## config.mk

```make
export PLATFORM = sky130hd
export DESIGN_NAME = seg_scan_decoder
export DESIGN_NICKNAME = d
export VERILOG_FILES = /design/src/rtl/seg_scan_decoder.sv
export SDC_FILE = /design/constraint.sdc
export NUM_CORES = 1
export LEC_CHECK = 0
export CORE_UTILIZATION = 53
export CTS_CLUSTER_SIZE = 8
export DETAILED_ROUTE_END_ITERATION = 16
export PLACE_DENSITY = 0.91
export SYNTH_ARGS = -nofsm -noshare
export SYNTH_HDL_FRONTEND = slang
export SYNTH_SLANG_ARGS = --single-unit
```

## constraint.sdc

```tcl
create_clock -name clk -period 4 [get_ports clk]
set_input_delay 0.6 -clock clk [delete_from_list [all_inputs] [get_ports clk]]
set_output_delay 0.6 -clock clk [all_outputs]
set_load 0.01 [all_outputs]
```

## src/rtl/seg_scan_decoder.sv

```systemverilog
// Recovers the digits shown on a multiplexed 8-digit 7-segment display by watching
// its enable/segment pins, debouncing each dwell and decoding the glyph to hex.
module seg_scan_decoder #(
    parameter int STABLE_CYCLES  = 16,
    parameter int TIMEOUT_CYCLES = 1_000_000
) (
    input  logic        clk,
    input  logic        rst,
    input  logic [7:0]  led_en,
    input  logic [7:0]  led_cx,
    output logic [63:0] display,
    output logic [31:0] hex,
    output logic [7:0]  digit_valid,
    output logic        frame_done,
    output logic        scan_err,
    output logic        blank
);
    localparam int SW = 10;
    localparam int TW = $clog2(TIMEOUT_CYCLES + 1);
    localparam logic [SW-1:0] STAB_MAX = SW'(STABLE_CYCLES);
    localparam logic [SW-1:0] STAB_CAP = SW'(STABLE_CYCLES - 1);
    localparam logic [TW-1:0] TMO_MAX  = TW'(TIMEOUT_CYCLES);

    logic [7:0]    s_en_q, s_cx_q, p_en_q, p_cx_q;
    logic [SW-1:0] stab_q, stab_d;
    logic          captured_q, captured_d;
    logic [TW-1:0] tmo_q, tmo_d;
    logic [7:0]    seen_q, seen_d, seen_next;
    logic [63:0]   display_q, display_d;
    logic [31:0]   hex_q, hex_d;
    logic [7:0]    dv_q, dv_d;
    logic          frame_q, frame_d;
    logic          err_q, err_d;
    logic          blank_q, blank_d;

    logic          same, onehot, capture, legal, illegal;
    logic [7:0]    inv_en;
    logic [4:0]    glyph;

    // Segments-on pattern {a..g} -> {valid, nibble}; dp is not part of the match.
    function automatic logic [4:0] decode(input logic [6:0] seg);
        case (seg)
            7'h7E:   return 5'h10;
            7'h30:   return 5'h11;
            7'h6D:   return 5'h12;
            7'h79:   return 5'h13;
            7'h33:   return 5'h14;
            7'h5B:   return 5'h15;
            7'h5F:   return 5'h16;
            7'h70:   return 5'h17;
            7'h7F:   return 5'h18;
            7'h7B:   return 5'h19;
            7'h77:   return 5'h1A;
            7'h1F:   return 5'h1B;
            7'h4E:   return 5'h1C;
            7'h3D:   return 5'h1D;
            7'h4F:   return 5'h1E;
            7'h47:   return 5'h1F;
            default: return 5'h00;
        endcase
    endfunction

    always_comb begin
        same    = ({s_en_q, s_cx_q} == {p_en_q, p_cx_q});
        inv_en  = ~s_en_q;
        onehot  = (inv_en != 8'h00) && ((inv_en & (inv_en - 8'h01)) == 8'h00);
        capture = same && !captured_q && (stab_q == STAB_CAP);
        legal   = capture && onehot;
        illegal = capture && !onehot && (s_en_q != 8'hFF);
        glyph   = decode(~s_cx_q[7:1]);

        stab_d     = !same ? '0 : (stab_q == STAB_MAX) ? stab_q : stab_q + SW'(1);
        captured_d = same && (captured_q || capture);

        tmo_d   = legal ? '0 : (tmo_q == TMO_MAX) ? tmo_q : tmo_q + TW'(1);
        blank_d = legal ? 1'b0 : (tmo_d == TMO_MAX) ? 1'b1 : blank_q;
        err_d   = err_q | illegal;

        // Frame completion and timeout both restart the seen mask.
        seen_next = seen_q | (legal ? inv_en : 8'h00);
        frame_d   = legal && (seen_next == 8'hFF);
        seen_d    = (frame_d || (!legal && tmo_d == TMO_MAX)) ? 8'h00 : seen_next;

        display_d = display_q;
        hex_d     = hex_q;
        dv_d      = dv_q;
        for (int j = 0; j < 8; j++) begin
            if (legal && inv_en[j]) begin
                display_d[8*j +: 8] = s_cx_q;
                hex_d[4*j +: 4]     = glyph[3:0];
                dv_d[j]             = glyph[4];
            end
        end
    end

    always_ff @(posedge clk) begin
        if (rst) begin
            s_en_q     <= 8'hFF;
            s_cx_q     <= 8'hFF;
            p_en_q     <= 8'hFF;
            p_cx_q     <= 8'hFF;
            stab_q     <= '0;
            captured_q <= 1'b0;
            tmo_q      <= '0;
            seen_q     <= 8'h00;
            display_q  <= 64'hFFFF_FFFF_FFFF_FFFF;
            hex_q      <= 32'h0;
            dv_q       <= 8'h00;
            frame_q    <= 1'b0;
            err_q      <= 1'b0;
            blank_q    <= 1'b0;
        end else begin
            s_en_q     <= led_en;
            s_cx_q     <= led_cx;
            p_en_q     <= s_en_q;
            p_cx_q     <= s_cx_q;
            stab_q     <= stab_d;
            captured_q <= captured_d;
            tmo_q      <= tmo_d;
            seen_q     <= seen_d;
            display_q  <= display_d;
            hex_q      <= hex_d;
            dv_q       <= dv_d;
            frame_q    <= frame_d;
            err_q      <= err_d;
            blank_q    <= blank_d;
        end
    end

    assign display     = display_q;
    assign hex         = hex_q;
    assign digit_valid = dv_q;
    assign frame_done  = frame_q;
    assign scan_err    = err_q;
    assign blank       = blank_q;
endmodule

```

==> results of run 1 <==
area by class of cell:
| class | instances | area [um2] | area share [%] |
|---|---|---|---|
| flip-flops and latches | 178 | 3563 | 38.39 |
| repair buffers | 138 | 1344 | 14.48 |
| clock inverters | 12 | 125.1 | 1.348 |
| clock buffers | 20 | 446.7 | 4.812 |
| well taps | 176 | 220.2 | 2.372 |
| multi-input cells | 520 | 3493 | 37.63 |
| inverters | 24 | 90.09 | 0.9705 |
metal layers:
metal | up-vias | GRT usage [%] | share of wire, %
met5 | - | 0 | 0
li1 | 2894 | - | -
met4 | 0 | 10.42 | 3.0
met1 | 2845 | 30.78 | 42
met2 | 235 | 42.64 | 47
met3 | 47 | 10.33 | 8.6
critical path, delay by kind of cell (launching register included):
| family | cells | cell delay, ns |
|---|---|---|
| xor+xnor | 1 | 0.16 |
| compound gates | 1 | 0.49 |
| flops | 1 | 0.62 |
| simple gates | 4 | 1.98 |
cell usage after synthesis (2+ instances only):
cell type,n
xnor2_1,16
a31oi_1,3
clkbuf_1,34
nor4_1,11
a21oi_1,12
o21ai_0,8
or2_2,34
xor2_1,33
a211o_1,64
and2b_2,2
or4b_1,2
nor3_1,13
a2bb2oi_1,2
mux2i_1,44
and2_1,4
or3_1,8
ha_1,4
nand2_1,22
nand3b_1,2
inv_1,23
a2111oi_0,4
o22ai_1,2
o31ai_1,2
dfxtp_1,178
nor2b_1,34
buf_4,7
or4_1,2
nor2_1,128
nand4_1,12
nand3_1,14
and3_1,4
buf_2,15
or4b_2,2
a211oi_1,2
buf_6,3
nor4_4,4
through the flow:
| step | worst slack, ns | area (um2) | std cells | hold slack (ns) |
|---|---|---|---|---|
| 2_1_floorplan | 1.192 | 7440 | 782 | 0.4335 |
| 3_3_place_gp | 0.7985 | 8711 | 1036 | 0.4414 |
| 3_5_place_dp | 0.7000 | 8711 | 1036 | 0.4533 |
| 4_1_cts | 0.6404 | 9283 | 1068 | 0.4686 |
| 5_1_grt | 0.3278 | 9283 | 1068 | 0.4907 |
| 6_report | 0.6355 | 9283 | 1068 | 0.4652 |
worst max-delay path by stage:
stage | start | end | slack, ns | cells after the start
final | s_cx_q[5]$_SDFF_PP1_ | seen_q[5]$_SDFF_PP0_ | 0.64 | 6
after global routing | s_cx_q[5]$_SDFF_PP1_ | seen_q[5]$_SDFF_PP0_ | 0.33 | 6
after CTS | s_cx_q[5]$_SDFF_PP1_ | seen_q[5]$_SDFF_PP0_ | 0.64 | 6
after detailed placement | tmo_q[1]$_SDFF_PP0_ | seen_q[2]$_SDFF_PP0_ | 0.70 | 9
after global placement | tmo_q[1]$_SDFF_PP0_ | seen_q[3]$_SDFF_PP0_ | 0.80 | 9
after floorplan | tmo_q[4]$_SDFF_PP0_ | seen_q[2]$_SDFF_PP0_ | 1.19 | 9
cell families (layout without fill, tap and decap cells):
family                     after synthesis  after routing  share of synthesized area [%]
AOI/OAI and AO/OA                      110            110                          11.69
xor gates and xnor gates                49             49                          5.769
adders and majority gates                5              5                         0.8073
muxes                                   45             45                          6.071
DFF                                    178            178                          47.90
and+or+nand+nor                        311            311                          22.62
buffers and inverters                   84            194                          5.146
sequential cells by signal (all words and copies together) (netlist names):
signal       cells
p_cx_q           8
seen_q           8
scan_err         1
digit_valid      8
s_cx_q           8
s_en_q           8
tmo_q           20
frame_done       1
display         64
stab_q          10
hex             32
captured_q       1
p_en_q           8
blank            1
power groups by stage:
stage	combinational (mW)	clock, mW	sequential, mW
after floorplan	0.116	0	1.84
after global placement	0.141	0	1.86
after detailed placement	0.143	0	1.86
after CTS	0.146	1.63	1.82
after global routing	0.161	1.72	1.82
final	0.146	1.61	1.82
==> flow_metrics.tcl, run 1 <==
set metrics [dict create \
    outcome "completed" \
    coreArea_um2 13450 \
    area_growth_pct 24.77 \
    ctsHoldBuffers 0 \
    layout_common_cells "dfxtp_1 (178), nor2_1 (128), clkdlybuf4s50_1 (123), a211o_1 (64), mux2i_1 (44)" \
    grt_util_all_layers_pct 26.18 \
    drive_above_1_share_pct 10.54 \
    yosysWarnings 0 \
    syn-num-nets 804 \
    slowest_delay_ns 0.76 \
    dieWidth_um 120.5 \
    syn_area_per_cell_um2 9.514 \
    h-tree-depth 4 \
    hold_path_depth 1 \
    gp_congestion 0.8625 \
    p_int_mw 2.738 \
    clockPowerShare_pct 45.0 \
    ys_types 64 \
    setup_tns_ns 0 \
    cpMaxStageDelayCell "or3_1" \
    dieHeight_um 120.5 \
    final_hold_viol_count 0 \
    fill_cells 990 \
    final_common_cell "dfxtp_1" \
    cp-start-kind "register" \
    slew_violations 0 \
    yosys_register_bits 178 \
    yosys.area.top_type "dfxtp_1" \
    ant_nets 0 \
    io_pins 125 \
    cap_violations 0 \
    ys_async_sr_fraction_pct 0 \
    nNetsFinal 901 \
    pwr-share-seq_pct 50.9 \
    clkTransAtPathRegs_ns 0.07 \
    grt_antenna_before_repair 0 \
    detailed_place_hpwl_um 11850 \
    power_leakage_nw 3.476 \
    grt_overflow 0 \
    clock_sinks 178 \
    peakVddDrop_uv 350.4 \
    vias 6021 \
    r2r_slack_ns 0.64 \
    worstHoldStart "display[35]$_SDFFE_PP1P_" \
    fin_util_pct 69.00 \
    insertion_delay_ns 0.42 \
    wire_per_inst_um 16.94 \
    drt_first_pass_iters 5 \
    syn_area_um2 7440 \
    n_antenna_cell 0 \
    rows 42 \
    arrival_ns 3.67 \
    cts-root-buf "clkbuf_16" \
    period_needed_ns 3.364 \
    rsz0062_at_grt "no" \
    routed_wirelength_um 18100 \
    setup_viol 0 \
    power_frac_comb_pct 4.1 \
    r2r_end "seen_q[5]$_SDFF_PP0_" \
    viasPerCell 5.638 \
    slew_headroom_pct 42.19 \
    synth_top_cell_area_share_pct 47.90 \
    post_cts_resized 0 \
    rr_startpoint "s_cx_q[5]$_SDFF_PP1_" \
    grt_pass1_vias 5800 \
    critPathMaxFanout 22 \
    p_sw_share_pct 23.38 \
    ys_seq_area_share_pct 47.90 \
    fin_total_pwr_mw 3.573 \
    cts_tree "yes" \
    synth_edf_count 0 \
    hold_path_end "display[35]$_SDFFE_PP1P_" \
    start_util_pct 55.30 \
    clk_path_buf_depth 2 \
    timing.final.crit_share_pct 84.11 \
    p_per_area_nw_per_um2 385.0 \
    tightestPinTransition_ns 0.8671 \
    grt_max_degree 98 \
    fmax_mhz 297.2 \
    required_ns 4.31 \
    end_kind "register" \
    hp-class "register to register" \
    die_area_um2 14520 \
    worst-setup-path-type "register to register" \
    cts_inserted_buffers 17 \
    synth.area.top_cells "dfxtp_1 (48%), a211o_1 (7.5%), nor2_1 (6.5%), mux2i_1 (5.9%), xor2_1 (3.9%)" \
    cts_setup_buffers 0 \
    synth_flop_cell "dfxtp_1" \
    grt_pass1_wl_um 29630 \
    drtIter0Drc 408 \
    reg2reg_depth 6 \
    io_buffers 124 \
    p_sw_mw 0.8354 \
    cp_cell_sequence "xor2_1 > nor4_1 > nand4_1 > or3b_1 > or3_1 > a2111oi_0" \
    fin_skew_ns 0.008044 \
    drcViolationCount 0 \
    synthCells 782 \
]
Power figures use the tool's default switching activity.
==> run 2: changes to the inputs <==
clock period = 3.5 ns   (was 4 ns; I/O delays follow)
==> flow_metrics.tcl, run 2 (synthesized netlist as in run 1, its figures left out) <==
set metrics [dict create \
    layout_common_cells "dfxtp_1 (178), nor2_1 (128), clkdlybuf4s50_1 (123), a211o_1 (64), mux2i_1 (44)" \
    grt_overflow 0 \
    post_cts_resized 0 \
    coreArea_um2 13450 \
    cp-start-kind "register" \
    area_growth_pct 26.42 \
    grt_util_all_layers_pct 27.06 \
    drive_above_1_share_pct 11.74 \
    critPathMaxFanout 11 \
    insertion_delay_ns 0.43 \
    dieWidth_um 120.5 \
    register_area_um2 3563 \
    ant_nets 0 \
    final_common_cell "dfxtp_1" \
    pre_cts_ws_ns 0.3805 \
    fill_cells 960 \
    period_needed_ns 3.220 \
    grt_pass1_vias 6018 \
    fin_util_pct 69.91 \
    drtIter0Drc 620 \
    wire_per_inst_um 17.30 \
    nNetsFinal 912 \
    arrival_ns 3.48 \
    drt_first_pass_iters 6 \
    worst-setup-path-type "register to register" \
    cts_setup_buffers 0 \
    clock_sinks 178 \
    h-tree-depth 4 \
    hold_path_depth 1 \
    n_antenna_cell 0 \
    cts-root-buf "clkbuf_16" \
    timing.final.crit_share_pct 92.00 \
    outcome "completed" \
    setup_viol 0 \
    io_pins 125 \
    required_ns 3.76 \
    rows 42 \
    r2r_end "seen_q[5]$_SDFF_PP0_" \
    power_leakage_nw 3.544 \
    fin_total_pwr_mw 4.212 \
    grt_max_degree 53 \
    clockPowerShare_pct 46.6 \
    gp_congestion 0.8755 \
    p_sw_mw 0.9670 \
    io_buffers 124 \
    largest_reg_flops 64 \
    clkTransAtPathRegs_ns 0.07 \
    grt_antenna_before_repair 0 \
    vias 6119 \
    hp-class "register to register" \
    grt_pass1_wl_um 30730 \
    cts_inserted_buffers 17 \
    viasPerCell 5.671 \
    setup_tns_ns 0 \
    r2r_slack_ns 0.28 \
    p_int_mw 3.245 \
    die_area_um2 14520 \
    fmax_mhz 310.6 \
    start_util_pct 55.30 \
    final_hold_viol_count 0 \
    clk_path_buf_depth 2 \
    multi_input_area_um2 3493 \
    fin_skew_ns 0.01095 \
    p_per_area_nw_per_um2 447.8 \
    reg2reg_depth 9 \
    cts_tree "yes" \
    drcViolationCount 0 \
    crit_path_start "tmo_q[1]$_SDFF_PP0_" \
    detailed_place_hpwl_um 11950 \
    routed_wirelength_um 18670 \
    postLayoutSetupSlackWorst_ns 0.2800 \
    slew_headroom_pct 43.11 \
    peakVddDrop_uv 360.0 \
    rr_startpoint "tmo_q[1]$_SDFF_PP0_" \
    dieHeight_um 120.5 \
    pwr-share-seq_pct 49.2 \
    power_frac_comb_pct 4.2 \
    hold_path_end "display[34]$_SDFFE_PP1P_" \
    cap_violations 0 \
    worstHoldStart "display[34]$_SDFFE_PP1P_" \
    ctsHoldBuffers 0 \
    slew_violations 0 \
    end_kind "register" \
    rsz0062_at_grt "no" \
    p_sw_share_pct 22.96 \
    tightestPinTransition_ns 0.8533 \
]
==> run 2: changes by cell type in the layout (fill, tap and decap cells not counted) <==
cell / previous run / this run
clkinv_4: 4 / 2
clkinv_2: 1 / 0
clkbuf_8: 1 / 3
clkbuf_1: 2 / 1
buf_4: 15 / 26
inv_6: 2 / 3
bufinv_16: 1 / 2
==> run 2: critical path, stage by stage, from the launching register on <==
cell and delay (ns):
dfxtp_1 0.51, ha_1 0.30, nand3_1 0.12, buf_4 0.21
nor2_1 0.26, nand4_1 0.15, xor2_1 0.18, or4b_2 0.70
and4bb_1 0.48, a2111oi_0 0.14
==> run 2: cell type report <==
| type | instances | share of cell area [%] |
|---|---|---|
| clock buffer | 21 | 5.002 |
| clock inverter | 11 | 1.503 |
| inverter | 24 | 0.9578 |
| multi-input combinational | 520 | 37.14 |
| sequential | 178 | 37.89 |
| tap | 176 | 2.341 |
| timing repair buffer | 149 | 15.17 |
==> run 2: metal layers <==
layer,global-route usage [%],wire length (um),up-vias,part of all wire [%]
met5,0,0,-,0
met1,32.09,7587,2929,41
met2,45.11,9112,253,49
met3,9.623,1595,32,8.5
li1,-,-,2905,-
met4,9.568,374,0,2.0
==> run 2: how the worst max path moves through the flow <==
stage,endpoint,cells after the start
finish,seen_q[5]$_SDFF_PP0_,9
global route,seen_q[5]$_SDFF_PP0_,6
CTS,seen_q[5]$_SDFF_PP0_,6
detailed placement,seen_q[3]$_SDFF_PP0_,8
global placement,seen_q[3]$_SDFF_PP0_,8
floorplan,seen_q[2]$_SDFF_PP0_,9
==> run 2: stage by stage <==
step / cell area (um2) / cells / hold WS, ns
floorplan: 7440 / 782 / 0.4335
global placement: 8793 / 1047 / 0.4419
detailed placement: 8793 / 1047 / 0.4491
CTS: 9405 / 1079 / 0.4659
global route: 9405 / 1079 / 0.4758
finish: 9405 / 1079 / 0.4651
==> run 2: power groups by stage <==
| stage | sequential [mW] | combinational (mW) | clock (mW) |
|---|---|---|---|
| finish | 2.07 | 0.178 | 1.96 |
| global route | 2.07 | 0.195 | 2.07 |
| CTS | 2.07 | 0.177 | 1.98 |
| detailed placement | 2.12 | 0.174 | 0 |
| global placement | 2.12 | 0.172 | 0 |
| floorplan | 2.10 | 0.133 | 0 |
==> run 3: changes to the inputs <==
CORE_MARGIN = 4   (was not set)
CTS_CLUSTER_SIZE = not set   (was 8)
==> flow_metrics.tcl, run 3 (synthesized netlist as in run 1, its figures left out) <==
set metrics [dict create \
    power_frac_comb_pct 4.2 \
    viasPerCell 5.637 \
    pwr-share-seq_pct 50.1 \
    cts_inserted_buffers 17 \
    grt_util_all_layers_pct 23.73 \
    final_hold_viol_count 0 \
    die_area_um2 16000 \
    dieWidth_um 126.5 \
    final_common_cell "dfxtp_1" \
    detailed_place_hpwl_um 12460 \
    rows 43 \
    pre_cts_ws_ns 0.4025 \
    fin_area_um2 9368 \
    wire_per_inst_um 17.61 \
    layout_common_cells "dfxtp_1 (178), nor2_1 (128), clkdlybuf4s50_1 (123), a211o_1 (64), mux2i_1 (44)" \
    outcome "completed" \
    setup_tns_ns 0 \
    timing.final.crit_share_pct 90.37 \
    start_util_pct 53.81 \
    dieHeight_um 126.5 \
    post_cts_resized 0 \
    rr_startpoint "tmo_q[1]$_SDFF_PP0_" \
    p_per_area_nw_per_um2 442.6 \
    p_int_mw 3.129 \
    largest_reg_flops 64 \
    setup_viol 0 \
    drtIter0Drc 480 \
    cp-start-kind "register" \
    p_sw_mw 1.017 \
    cts-root-buf "clkbuf_16" \
    critPathMaxFanout 11 \
    coreArea_um2 13830 \
    clockPowerShare_pct 45.8 \
    worst-setup-path-type "register to register" \
    clkTransAtPathRegs_ns 0.07 \
    fmax_mhz 316.2 \
    ctsHoldBuffers 0 \
    slew_headroom_pct 21.12 \
    vias 6088 \
    postLayoutSetupSlackWorst_ns 0.3369 \
    tightestPinTransition_ns 1.173 \
    grt_antenna_before_repair 0 \
    p_sw_share_pct 24.52 \
    period_needed_ns 3.163 \
    n_antenna_cell 0 \
    required_ns 3.76 \
    insertion_delay_ns 0.43 \
    fin_util_pct 67.75 \
    io_buffers 124 \
    io_pins 125 \
    clk_path_buf_depth 2 \
    cts_tree "yes" \
    grt_overflow 0 \
    fill_cells 968 \
    worstHoldStart "display[25]$_SDFFE_PP1P_" \
    cts_setup_buffers 0 \
    h-tree-depth 4 \
    rsz0062_at_grt "no" \
    power_leakage_nw 3.526 \
    drt_first_pass_iters 5 \
    area_growth_pct 25.92 \
    cap_violations 0 \
    nNetsFinal 909 \
    worst_hold_slack_ns 0.4657 \
    end_kind "register" \
    gp_congestion 0.9099 \
    hp-class "register to register" \
    clock_sinks 178 \
    drive_above_1_share_pct 11.56 \
    grt_pass1_vias 6043 \
    fin_skew_ns 0.01674 \
    peakVddDrop_uv 479.2 \
    place_area_um2 8776 \
    crit_path_start "tmo_q[1]$_SDFF_PP0_" \
    drcViolationCount 0 \
    grt_pass1_wl_um 30570 \
    routed_wirelength_um 19010 \
    slew_violations 0 \
    ant_nets 0 \
    arrival_ns 3.43 \
    grt_max_degree 81 \
]
==> run 3: cell count changes in the layout (fill, tap and decap cells not counted), sizes merged <==
| cell | before | now |
|---|---|---|
| clkbuf | 21 | 17 |
| clkinv | 3 | 7 |
| buf | 26 | 23 |
| inv | 28 | 30 |
| bufinv | 2 | 1 |
| clkinvlp | 2 | 1 |
==> run 3: layer usage <==
layer	up-vias	GRT usage [%]	wire (um)
li1	2898	-	-
met1	2934	27.52	7547
met2	216	39.69	9341
met3	40	9.137	1592
met4	0	9.085	533
met5	-	0	0
==> run 3: power groups by stage <==
stage | combinational, mW | clock, mW | sequential [mW]
after global placement | 0.167 | 0 | 2.12
final | 0.173 | 1.90 | 2.08
after CTS | 0.172 | 1.92 | 2.07
after floorplan | 0.133 | 0 | 2.10
after detailed placement | 0.171 | 0 | 2.12
after global routing | 0.189 | 2.02 | 2.08
==> run 3: path summary, 6_finish.rpt <==
kind | end | slack [ns] | cells past startpoint
max reg2reg | seen_q[2]$_SDFF_PP0_ | 0.34 | 9
min reg2reg | display[25]$_SDFFE_PP1P_ | 0.47 | 1
min | display[25]$_SDFFE_PP1P_ | 0.47 | 1
max | seen_q[2]$_SDFF_PP0_ | 0.34 | 9
==> run 3: final cells by class <==
class | count | area (um2) | share of cell area [%]
clock inverters | 15 | 166.4 | 1.776
multi-input cells | 520 | 3493 | 37.29
clock buffers | 17 | 425.4 | 4.541
repair buffers | 146 | 1404 | 14.99
well taps | 180 | 225.2 | 2.404
flip-flops and latches | 178 | 3563 | 38.04
inverters | 24 | 90.09 | 0.9617
==> run 3: stage by stage <==
stage / total power [mW] / cells
5_1_grt: 4.282 / 1080
3_5_place_dp: 2.292 / 1048
3_3_place_gp: 2.286 / 1048
6_report: 4.146 / 1080
2_1_floorplan: 2.235 / 782
4_1_cts: 4.164 / 1080
==> run 3: worst max-delay path, cell delays in order, from the launching register on <==
cell and delay, ns:
dfxtp_1 0.51, ha_1 0.31, nand3_1 0.12, buf_4 0.21, nor2_1 0.25, nand4_1 0.16
xor2_1 0.18, or4b_2 0.69, and4bb_1 0.47, a2111oi_0 0.12
==> variant, RTL diff (config.mk and constraints of run 3) <==
Register the output `display` once more, without a reset; this adds one clock of latency there. The other outputs are not delayed to match.
--- a/src/rtl/seg_scan_decoder.sv
+++ b/src/rtl/seg_scan_decoder.sv
@@ -127,7 +127,9 @@
         end
     end
 
-    assign display     = display_q;
+    always_ff @(posedge clk) begin
+        display <= display_q;
+    end
     assign hex         = hex_q;
     assign digit_valid = dv_q;
     assign frame_done  = frame_q;
Function: changed (Yosys sat finds a counterexample within 4 cycles, from zero or initial values and one cycle with rst high).
==> variant against run 3 <==
  * Sequential cell count increased by 64
  * Clock power increased by 29%
  * Design area increased by 17%
  * Synthesized area rose by 20%
  * Highest routed layer unchanged
  * Worst setup slack better by 0.17 ns
  * Largest cell class unchanged
  * Clock skew rose by 0.0021 ns
  * Total power grew 31%
  * Largest power group unchanged
  * Sequential power rose by 35%
  * Routed wire length up 6.9%
  * Via count rose by 8.2%
  * Combinational power grew 6%
  * Die area grew 19%
  * Final cell count up 12%
==> variant: results (changes against run 3) <==
Critical path
  – Worst reg-to-reg setup slack: 0.50 ns (was 0.34 ns)
  – Reg2Reg Depth: 8 (was 9)
  – Critical Path Max Stage Delay: 0.62 ns (was 0.69 ns)
  – Crit path max-delay cell type: dfxtp_1 (was or4b_2)
  – Worst R2R End: display_q[63] (was seen_q[2])
  – Critical path fanouts, max: 19 (was 11)
  – Worst r2r src: s_en_q[2] (was tmo_q[1])
  – Arrival time at the worst endpoint: 3.40 ns (was 3.43 ns)

Power
  – Sequential power share: 51.6% (was 50.1%)
  – Design internal power: 4.29 mW (was 3.13 mW)
  – Switching share of total power: 21.1% (was 24.5%)
  – Maximum VDD drop: 348 uV (was 479 uV)

Clock tree
  – H-tree lvl count: 1 (was 4)
  – CTS buffer count: 24 (was 17)
  – Clk Latency, worst-skew pair: 0.52 ns (was 0.43 ns)

Min path
  – Hold path startpoint: display_q[37] (was display[25])
  – Worst hold stages: 0 (was 1)
  – Worst Hold End: display[37] (was display[25])

Layout
  – NumNets Final: 996 (was 909)
  – Layout cells sized above 1: 11.9% (was 11.6%)

Global routing
  – First-pass GRT wire length: 31,600 um (was 30,600 um)
  – Vias in the first global route: 6,224 (was 6,043)
  – Largest net degree at the start of global routing: 66 (was 81)

Synth
  – Net count after synthesis: 892 (was 804)
  – Sequential area share after synthesis: 54.3% (was 47.9%)
  – Post-synth top cells: 242 x dfxtp_1, 102 x nor2_1, 66 x a211o_1 (was 178 x dfxtp_1, 128 x nor2_1, 64 x a211o_1)
  – Yosys cell types: 70 (was 64)
  – Main area contributors after synthesis: dfxtp_1 54%, a211o_1 6.5%, nor2_1 4.3%, nor2b_1 4.1%, xnor2_1 3.2% (was dfxtp_1 48%, a211o_1 7.5%, nor2_1 6.5%, mux2i_1 5.9%, xor2_1 3.9%)

Detailed routing
  – Routed vias: 6,587 (was 6,088)

Outcome
  – Outcome: complete, no violations (unchanged)

Placed design
  – DP Wirelength: 13,600 um (was 12,500 um)
  – DP Worst Slack: 0.573 ns (was 0.403 ns)

STA
  – Clock skew: 0.0188 ns (was 0.0167 ns)
  – Worst-Margin Slew: 0.861 ns (was 1.17 ns)
## variant: changes by cell type in the layout (fill, tap and decap cells not counted), moves of 11 or more
cell,run 3,this run
dfxtp_1,178,242
nor2_1,128,102
mux2i_1,44,20
nor2b_1,34,58
nor3_1,13,36
xor2_1,33,10
xnor2_1,16,33
and3_1,4,15
## variant: final cells by class
class	instances	share of cell area, %
flip-flops and latches	242	44.3
repair buffers	143	12.6
clock inverters	9	1.05
multi-input cells	544	32.9
inverters	19	0.653
clock buffers	33	5.90
well taps	220	2.52
## variant: metal layers
layer  up-vias  part of all wire, %  routed length (um)  global-route usage (%)
met2       264                   49                9900                    36.1
met1      3090                   42                8460                    26.4
met3        37                  7.3                1490                    3.69
met5         -                    0                   0                       0
met4         0                  2.3                 472                    6.20
li1       3196                    -                   -                       -
## variant: kinds of logic after synthesis
family                   after synthesis  synth area share (%)
AND/OR/NAND/NOR                      352                  21.9
flip-flops                           242                  54.3
AO/OA/AOI/OAI                        124                  11.3
buffers and inverters                 84                  5.37
XOR/XNOR                              43                  4.22
multiplexers                          20                  2.24
adder cells (fa/ha/maj)                5                 0.674
## variant: how the worst max path moves through the flow
stage	slack (ns)	cells after the start	endpoint
floorplan	1.17	10	display_q[19]
global placement	0.66	8	display_q[59]
detailed placement	0.57	8	display_q[63]
CTS	0.56	8	display_q[63]
global route	0.36	8	display_q[63]
finish	0.50	8	display_q[63]
## variant: stage by stage
step / std cells / area, um2
after global placement: 1168 / 10200
after detailed placement: 1168 / 10200
after floorplan: 870 / 8920
after global routing: 1210 / 10900
final: 1210 / 10900
after CTS: 1210 / 10900
